### src/rtl/perf_cache_pkg.sv
// rtl/perf_cache_pkg.sv - shared types for the cache perf counter collector
package perf_cache_pkg;

    localparam int PERF_CACHE_NUM_CTRS = 8;

    typedef enum logic [2:0] {
        READS        = 3'd0,
        WRITES       = 3'd1,
        READ_MISSES  = 3'd2,
        WRITE_MISSES = 3'd3,
        BANK_STALLS  = 3'd4,
        MSHR_STALLS  = 3'd5,
        MEM_STALLS   = 3'd6,
        CRSP_STALLS  = 3'd7
    } perf_ctr_e;

    typedef enum logic [1:0] {
        IDLE = 2'd0,
        SCAN = 2'd1,
        RSP  = 2'd2
    } state_e;

endpackage

### src/rtl/perf_ctr_mux.sv
// rtl/perf_ctr_mux.sv - selects counter ctr_id of cache idx; 0 for an out-of-range id
module perf_ctr_mux #(
    parameter int NUM_CACHES = 4,
    parameter int CTR_W      = 44,
    parameter int NUM_CTRS   = 8,
    parameter int ID_W       = 3,
    parameter int IDX_W      = 2
) (
    input  logic [NUM_CACHES*NUM_CTRS*CTR_W-1:0] ctrs_in,
    input  logic [IDX_W-1:0]                     idx,
    input  logic [ID_W-1:0]                      ctr_id,
    output logic [CTR_W-1:0]                     ctr_sel
);

    always_comb begin
        ctr_sel = '0;
        for (int c = 0; c < NUM_CACHES; c++) begin
            for (int k = 0; k < NUM_CTRS; k++) begin
                if (idx == IDX_W'(c) && ctr_id == ID_W'(k)) begin
                    ctr_sel = ctrs_in[(c*NUM_CTRS+k)*CTR_W +: CTR_W];
                end
            end
        end
    end

endmodule

### src/rtl/perf_cache_collector.sv
// rtl/perf_cache_collector.sv - serial per-cache counter summation; PERF_CACHE_COLLECT_SAT_EN enables saturation
module perf_cache_collector
    import perf_cache_pkg::*;
#(
    parameter int NUM_CACHES = 4,
    parameter int CTR_W      = 44,
    parameter int NUM_CTRS   = PERF_CACHE_NUM_CTRS,
    parameter int ID_W       = 3
) (
    input  logic                                 clk,
    input  logic                                 reset,
    input  logic [NUM_CACHES*NUM_CTRS*CTR_W-1:0] ctrs_in,
    input  logic                                 req_valid,
    output logic                                 req_ready,
    input  logic [ID_W-1:0]                      req_ctr_id,
    input  logic [NUM_CACHES-1:0]                req_mask,
    output logic                                 rsp_valid,
    input  logic                                 rsp_ready,
    output logic [CTR_W-1:0]                     rsp_data,
    output logic                                 rsp_sat
);

    localparam int IDX_W = (NUM_CACHES > 1) ? $clog2(NUM_CACHES) : 1;

    state_e                state, state_nxt;
    logic [IDX_W-1:0]      idx;
    logic [ID_W-1:0]       ctr_id_q;
    logic [NUM_CACHES-1:0] mask_q;
    logic [CTR_W-1:0]      acc, acc_add, ctr_sel;
    logic                  rsp_valid_q;
    logic                  add_en;
    logic                  last_idx;

    perf_ctr_mux #(
        .NUM_CACHES (NUM_CACHES),
        .CTR_W      (CTR_W),
        .NUM_CTRS   (NUM_CTRS),
        .ID_W       (ID_W),
        .IDX_W      (IDX_W)
    ) u_mux (
        .ctrs_in (ctrs_in),
        .idx     (idx),
        .ctr_id  (ctr_id_q),
        .ctr_sel (ctr_sel)
    );

    assign last_idx = (idx == IDX_W'(NUM_CACHES - 1));

    // Loop form keeps the mask lookup in range even when NUM_CACHES is not a power of two.
    always_comb begin
        add_en = 1'b0;
        for (int c = 0; c < NUM_CACHES; c++) begin
            if (idx == IDX_W'(c)) add_en = mask_q[c];
        end
    end

`ifdef PERF_CACHE_COLLECT_SAT_EN
    logic [CTR_W:0] sum_ext;
    logic           sat_q;

    assign sum_ext = {1'b0, acc} + {1'b0, ctr_sel};
    assign acc_add = sum_ext[CTR_W] ? {CTR_W{1'b1}} : sum_ext[CTR_W-1:0];

    always_ff @(posedge clk) begin
        if (reset) begin
            sat_q <= 1'b0;
        end else if (state == IDLE && req_valid) begin
            sat_q <= 1'b0;
        end else if (state == SCAN && add_en && sum_ext[CTR_W]) begin
            sat_q <= 1'b1;
        end
    end

    assign rsp_sat = rsp_valid_q & sat_q;
`else
    assign acc_add = acc + ctr_sel;
    assign rsp_sat = 1'b0;
`endif

    always_ff @(posedge clk) begin
        if (reset) state <= IDLE;
        else       state <= state_nxt;
    end

    always_comb begin
        state_nxt = state;
        case (state)
            IDLE:    if (req_valid) state_nxt = SCAN;
            SCAN:    if (last_idx) state_nxt = RSP;
            RSP:     if (rsp_valid_q && rsp_ready) state_nxt = IDLE;
            default: state_nxt = IDLE;
        endcase
    end

    // rsp_valid is registered one cycle after entering RSP, giving NUM_CACHES+1 latency.
    always_ff @(posedge clk) begin
        if (reset) begin
            idx         <= '0;
            acc         <= '0;
            ctr_id_q    <= '0;
            mask_q      <= '0;
            rsp_valid_q <= 1'b0;
        end else begin
            case (state)
                IDLE: begin
                    if (req_valid) begin
                        ctr_id_q <= req_ctr_id;
                        mask_q   <= req_mask;
                        acc      <= '0;
                        idx      <= '0;
                    end
                end
                SCAN: begin
                    idx <= idx + IDX_W'(1);
                    if (add_en) acc <= acc_add;
                end
                RSP: begin
                    if (rsp_valid_q && rsp_ready) rsp_valid_q <= 1'b0;
                    else                          rsp_valid_q <= 1'b1;
                end
                default: rsp_valid_q <= 1'b0;
            endcase
        end
    end

    assign req_ready = (state == IDLE);
    assign rsp_valid = rsp_valid_q;
    assign rsp_data  = rsp_valid_q ? acc : '0;

endmodule
### config.mk
export PLATFORM = sky130hd
export DESIGN_NAME = perf_cache_collector
export DESIGN_NICKNAME = d
export VERILOG_FILES = /design/src/rtl/perf_cache_pkg.sv /design/src/rtl/perf_ctr_mux.sv /design/src/rtl/perf_cache_collector.sv
export SDC_FILE = /design/constraint.sdc
export NUM_CORES = 1
export LEC_CHECK = 0
export BUFFER_PORTS_ARGS = -buffer_cell sky130_fd_sc_hd__buf_2
export CAP_MARGIN = 20
export CORE_AREA = 2 2 576 578
export DETAILED_ROUTE_END_ITERATION = 16
export DIE_AREA = 0 0 578 580
export SYNTH_ARGS = -nofsm -noshare
export SYNTH_HDL_FRONTEND = slang
export SYNTH_SLANG_ARGS = --single-unit
### constraint.sdc
create_clock -name clk -period 4.8 [get_ports clk]
set_input_delay 0.72 -clock clk [delete_from_list [all_inputs] [get_ports clk]]
set_output_delay 0.72 -clock clk [all_outputs]
set_load 0.02 [all_outputs]
==> impl_results.md <==
* Mux contribution to synthesized area at 0.0840
* XOR/XNOR Fraction of Synth Area at 0.0205
* Non-filler cells, final at 9,492
* Status: complete, but fails checks
* Synth top area share at 0.0990
* Post-DR vias/cell at 3.76
* RSZ-0062 raised after global routing: yes
* Worst-margin pin slew at 1220 ps
* Crit end category: flop
* Post-synthesis sequential area ratio at 0.0672
* Worst endpoint required time at 5050 ps
* Worst-path clk slew at 110 ps
* Post-layout worst setup margin at -1040 ps
* CTS H-Tree Depth at 2
* Pwr dens at 155 nW/um^2
* Largest net degree at the start of global routing at 43
* Comb power frac at 0.831
* CTS root buf: clkbuf_16
* Fraction of registers with async set/reset at 0
* Initial Utilization at 0.0507
* Internal at 0.00317 W
* Via count at 35,600
* Syn Nets at 4,118
* Most frequent cells in the layout: buf_2 (1,464), buf_4 (855), nand2_1 (269)
* Syn Area/Cell at 6.30 sq um
* Synth warn at 0
* Most common cell after layout, fill and taps aside: buf_2
* Gate Count Post-Synth at 2,648
* Achievable clock frequency at 171 MHz
* Final Hold Fails at 0
* Sequential power share at 0.093
* Synth Area in Simple Gates at 0.227
* Period utilization at 1.22
* Min-Delay Path Class: reg -> reg
* LEAKAGE at 17.7 nW
* Boundary pin count at 1,466
* Violated checks: setup timing
* Arr. time, crit path at 6100 ps
* Largest family of logic cells by synthesized area: compound AO/OA/AOI/OAI gates
* Sw power at 0.00321 W
* Area contributors post-synth: a21oi_1 (9.9%), o21ai_0 (7.6%), dfxtp_1 (6.7%)
* Register Area at 1140 sq um
* Number of max-cap violations at 0
* Post-DRT Antenna Nets at 0
* Clock Sinks at 56
* CP max FO at 7
* TritonCTS clock tree: yes
* Synth-to-Final Area Change at 147%
* Antenna violations before repair at 491
* Final worst hold slack at 467 ps
* # port buffers at 1,464
* DRT iter0 DRCs at 3,194
* Cell Rows at 211
* Multi-input logic area at 16,900 sq um
* Crit path time final at 5840 ps
* Fill count at 38,500
* Final #Nets at 6,372
* Overall power at 0.00639 W
* Vias in the first global route at 33,600
* Avg WL per Cell at 40.4 microns
* First drt pass iteration count at 5
* Critical Path Source Type: flop
* Die Y at 580 microns
* Clk_lat worst skew at 370 ps
* Clock share of power at 0.076
* Synth Flop Type: dfxtp_1
* Post-synth top area cell: a21oi_1
* Dpl hpwl at 354 mm
* Final WL at 383 mm
* Yosys cell types at 76
* Number of flops mapped to enable cells by yosys at 0
* Compound-Gate Fraction of Synth Area at 0.494
* First-pass GRT wire length at 450 mm
* Peak supply drop at 0.159 mV
* Synth Area in Adders at 0.0387
* Post-Syn Area at 16,700 sq um
* Final Max Tran Viols at 0
* Max clock buf depth at 2
* # DRC at 0
* Core area at 329,000 sq um
* Final setup skew at 22.5 ps
* GRT Total Usage at 0.218
* Relative slew slack at 0.188
* Switching share of power at 0.503
* # placed instances at 9,185
* Cts bufs inserted at 5
* Final setup vio count at 35
* Die area at 335,000 sq um
* Die width at 578 microns
* #FFs+latches synth at 56
* Routability cong. at 0.957
* Grt ovf at 0
* Critical path type: reg -> reg
* Layout cells sized above 1 at 0.594
-- kinds of logic (layout without fill, tap and decap cells) --
| group | count (synthesis) | in the layout |
|---|---|---|
| xor gates and xnor gates | 39 | 39 |
| other | 1 | 224 |
| adders and majority gates | 51 | 51 |
| DFF | 56 | 56 |
| muxes | 96 | 96 |
| AOI/OAI and AO/OA | 1289 | 1289 |
| buffers and inverters | 279 | 2534 |
| and+or+nand+nor | 837 | 837 |
-- per-stage QoR --
stage / setup TNS (ps) / instance area [sq um] / setup WS, ps / utilization
6_report: -21840 / 41200 / -1040 / 0.125
5_1_grt: -29170 / 41000 / -1170 / 0.125
4_1_cts: -21150 / 39800 / -951 / 0.121
3_5_place_dp: -71600 / 37100 / -2350 / 0.113
3_3_place_gp: -77490 / 37100 / -2440 / 0.113
2_1_floorplan: 0 / 16700 / 5.00 / -
-- flip-flops by register name, indices dropped and copies added, names as in the netlist --
register and flops:
state 2, idx 2, acc 44, rsp_valid 1
mask_q 4, ctr_id_q 3
-- synthesized netlist by cell type (19+ instances only) --
cell type,count
o22ai_1,157
o211ai_1,42
nand3_1,23
buf_2,47
clkbuf_1,179
a22oi_1,148
nor3_1,74
xnor2_1,27
o221ai_1,41
inv_1,25
o21ai_1,24
nand4_1,37
mux4_2,34
ha_1,50
a21oi_1,330
and2_1,54
a21o_1,66
a221oi_1,20
o21ai_0,255
mux2i_1,50
o22a_1,61
dfxtp_1,56
buf_1,19
nand2_1,286
nor2_1,262
nor4_1,30
-- worst paths after layout --
kind / start / to / slack (ps) / cells past startpoint
min: mask_q[1] / mask_q[1] / 470 / 2
max reg2reg: ctr_id_q[0] / acc[39] / -1040 / 27
min reg2reg: mask_q[1] / mask_q[1] / 470 / 2
max: ctr_id_q[0] / acc[39] / -1040 / 27
-- worst max-delay path, stage by stage, from the launching register on --
cell and delay (ps):
dfxtp_4 390, buf_4 120, buf_8 150, buf_12 150
buf_12 110, nor2_4 30, buf_12 150, buf_12 120
buf_12 130, nand2_2 120, buf_12 180, buf_4 200
o22ai_1 110, nor3_1 790, o21ai_0 180, buf_4 190
a21oi_4 170, ha_4 250, a21oi_1 150, nand2_1 130
a221oi_4 290, o21a_4 200, a31oi_4 100, o31a_1 390
or3b_1 380, a31oi_1 200, xnor2_1 90, a22o_1 170
-- timing repair --
| item | CTS | global route |
|---|---|---|
| gates resized for setup | 443 | 106 |
| pin swaps | 242 | 129 |
| endpoints found under the setup margin | 43 | 38 |
| hold buffers | 0 | 0 |
| hold endpoints to repair | 0 | 0 |
| cloned | 4 | 1 |
| setup buffers | 62 | 33 |
-- power groups by stage --
stage	clock [W]	combinational, W	sequential (W)
CTS	0.000500	0.00515	0.000591
detailed placement	0	0.00456	0.000594
global route	0.000506	0.00558	0.000601
global placement	0	0.00461	0.000597
finish	0.000484	0.00531	0.000595
floorplan	0	0.00140	0.000541
-- layout make-up --
cell class | count | share of cell area
well taps | 4366 | 0.133
inverters | 27 | 0.00261
repair buffers | 2499 | 0.410
clock inverters | 3 | 0.000668
diodes | 223 | 0.0135
clock buffers | 5 | 0.00303
flip-flops and latches | 56 | 0.0276
multi-input cells | 2313 | 0.410
-- metal layers --
layer	global-route usage	share of wire	up-vias
li1	-	-	15000
met1	0.246	0.38	16800
met2	0.379	0.48	2678
met3	0.0678	0.086	972
met4	0.0887	0.052	140
met5	0	0.0025	-
No activity file was read; power rests on OpenSTA's default activity.
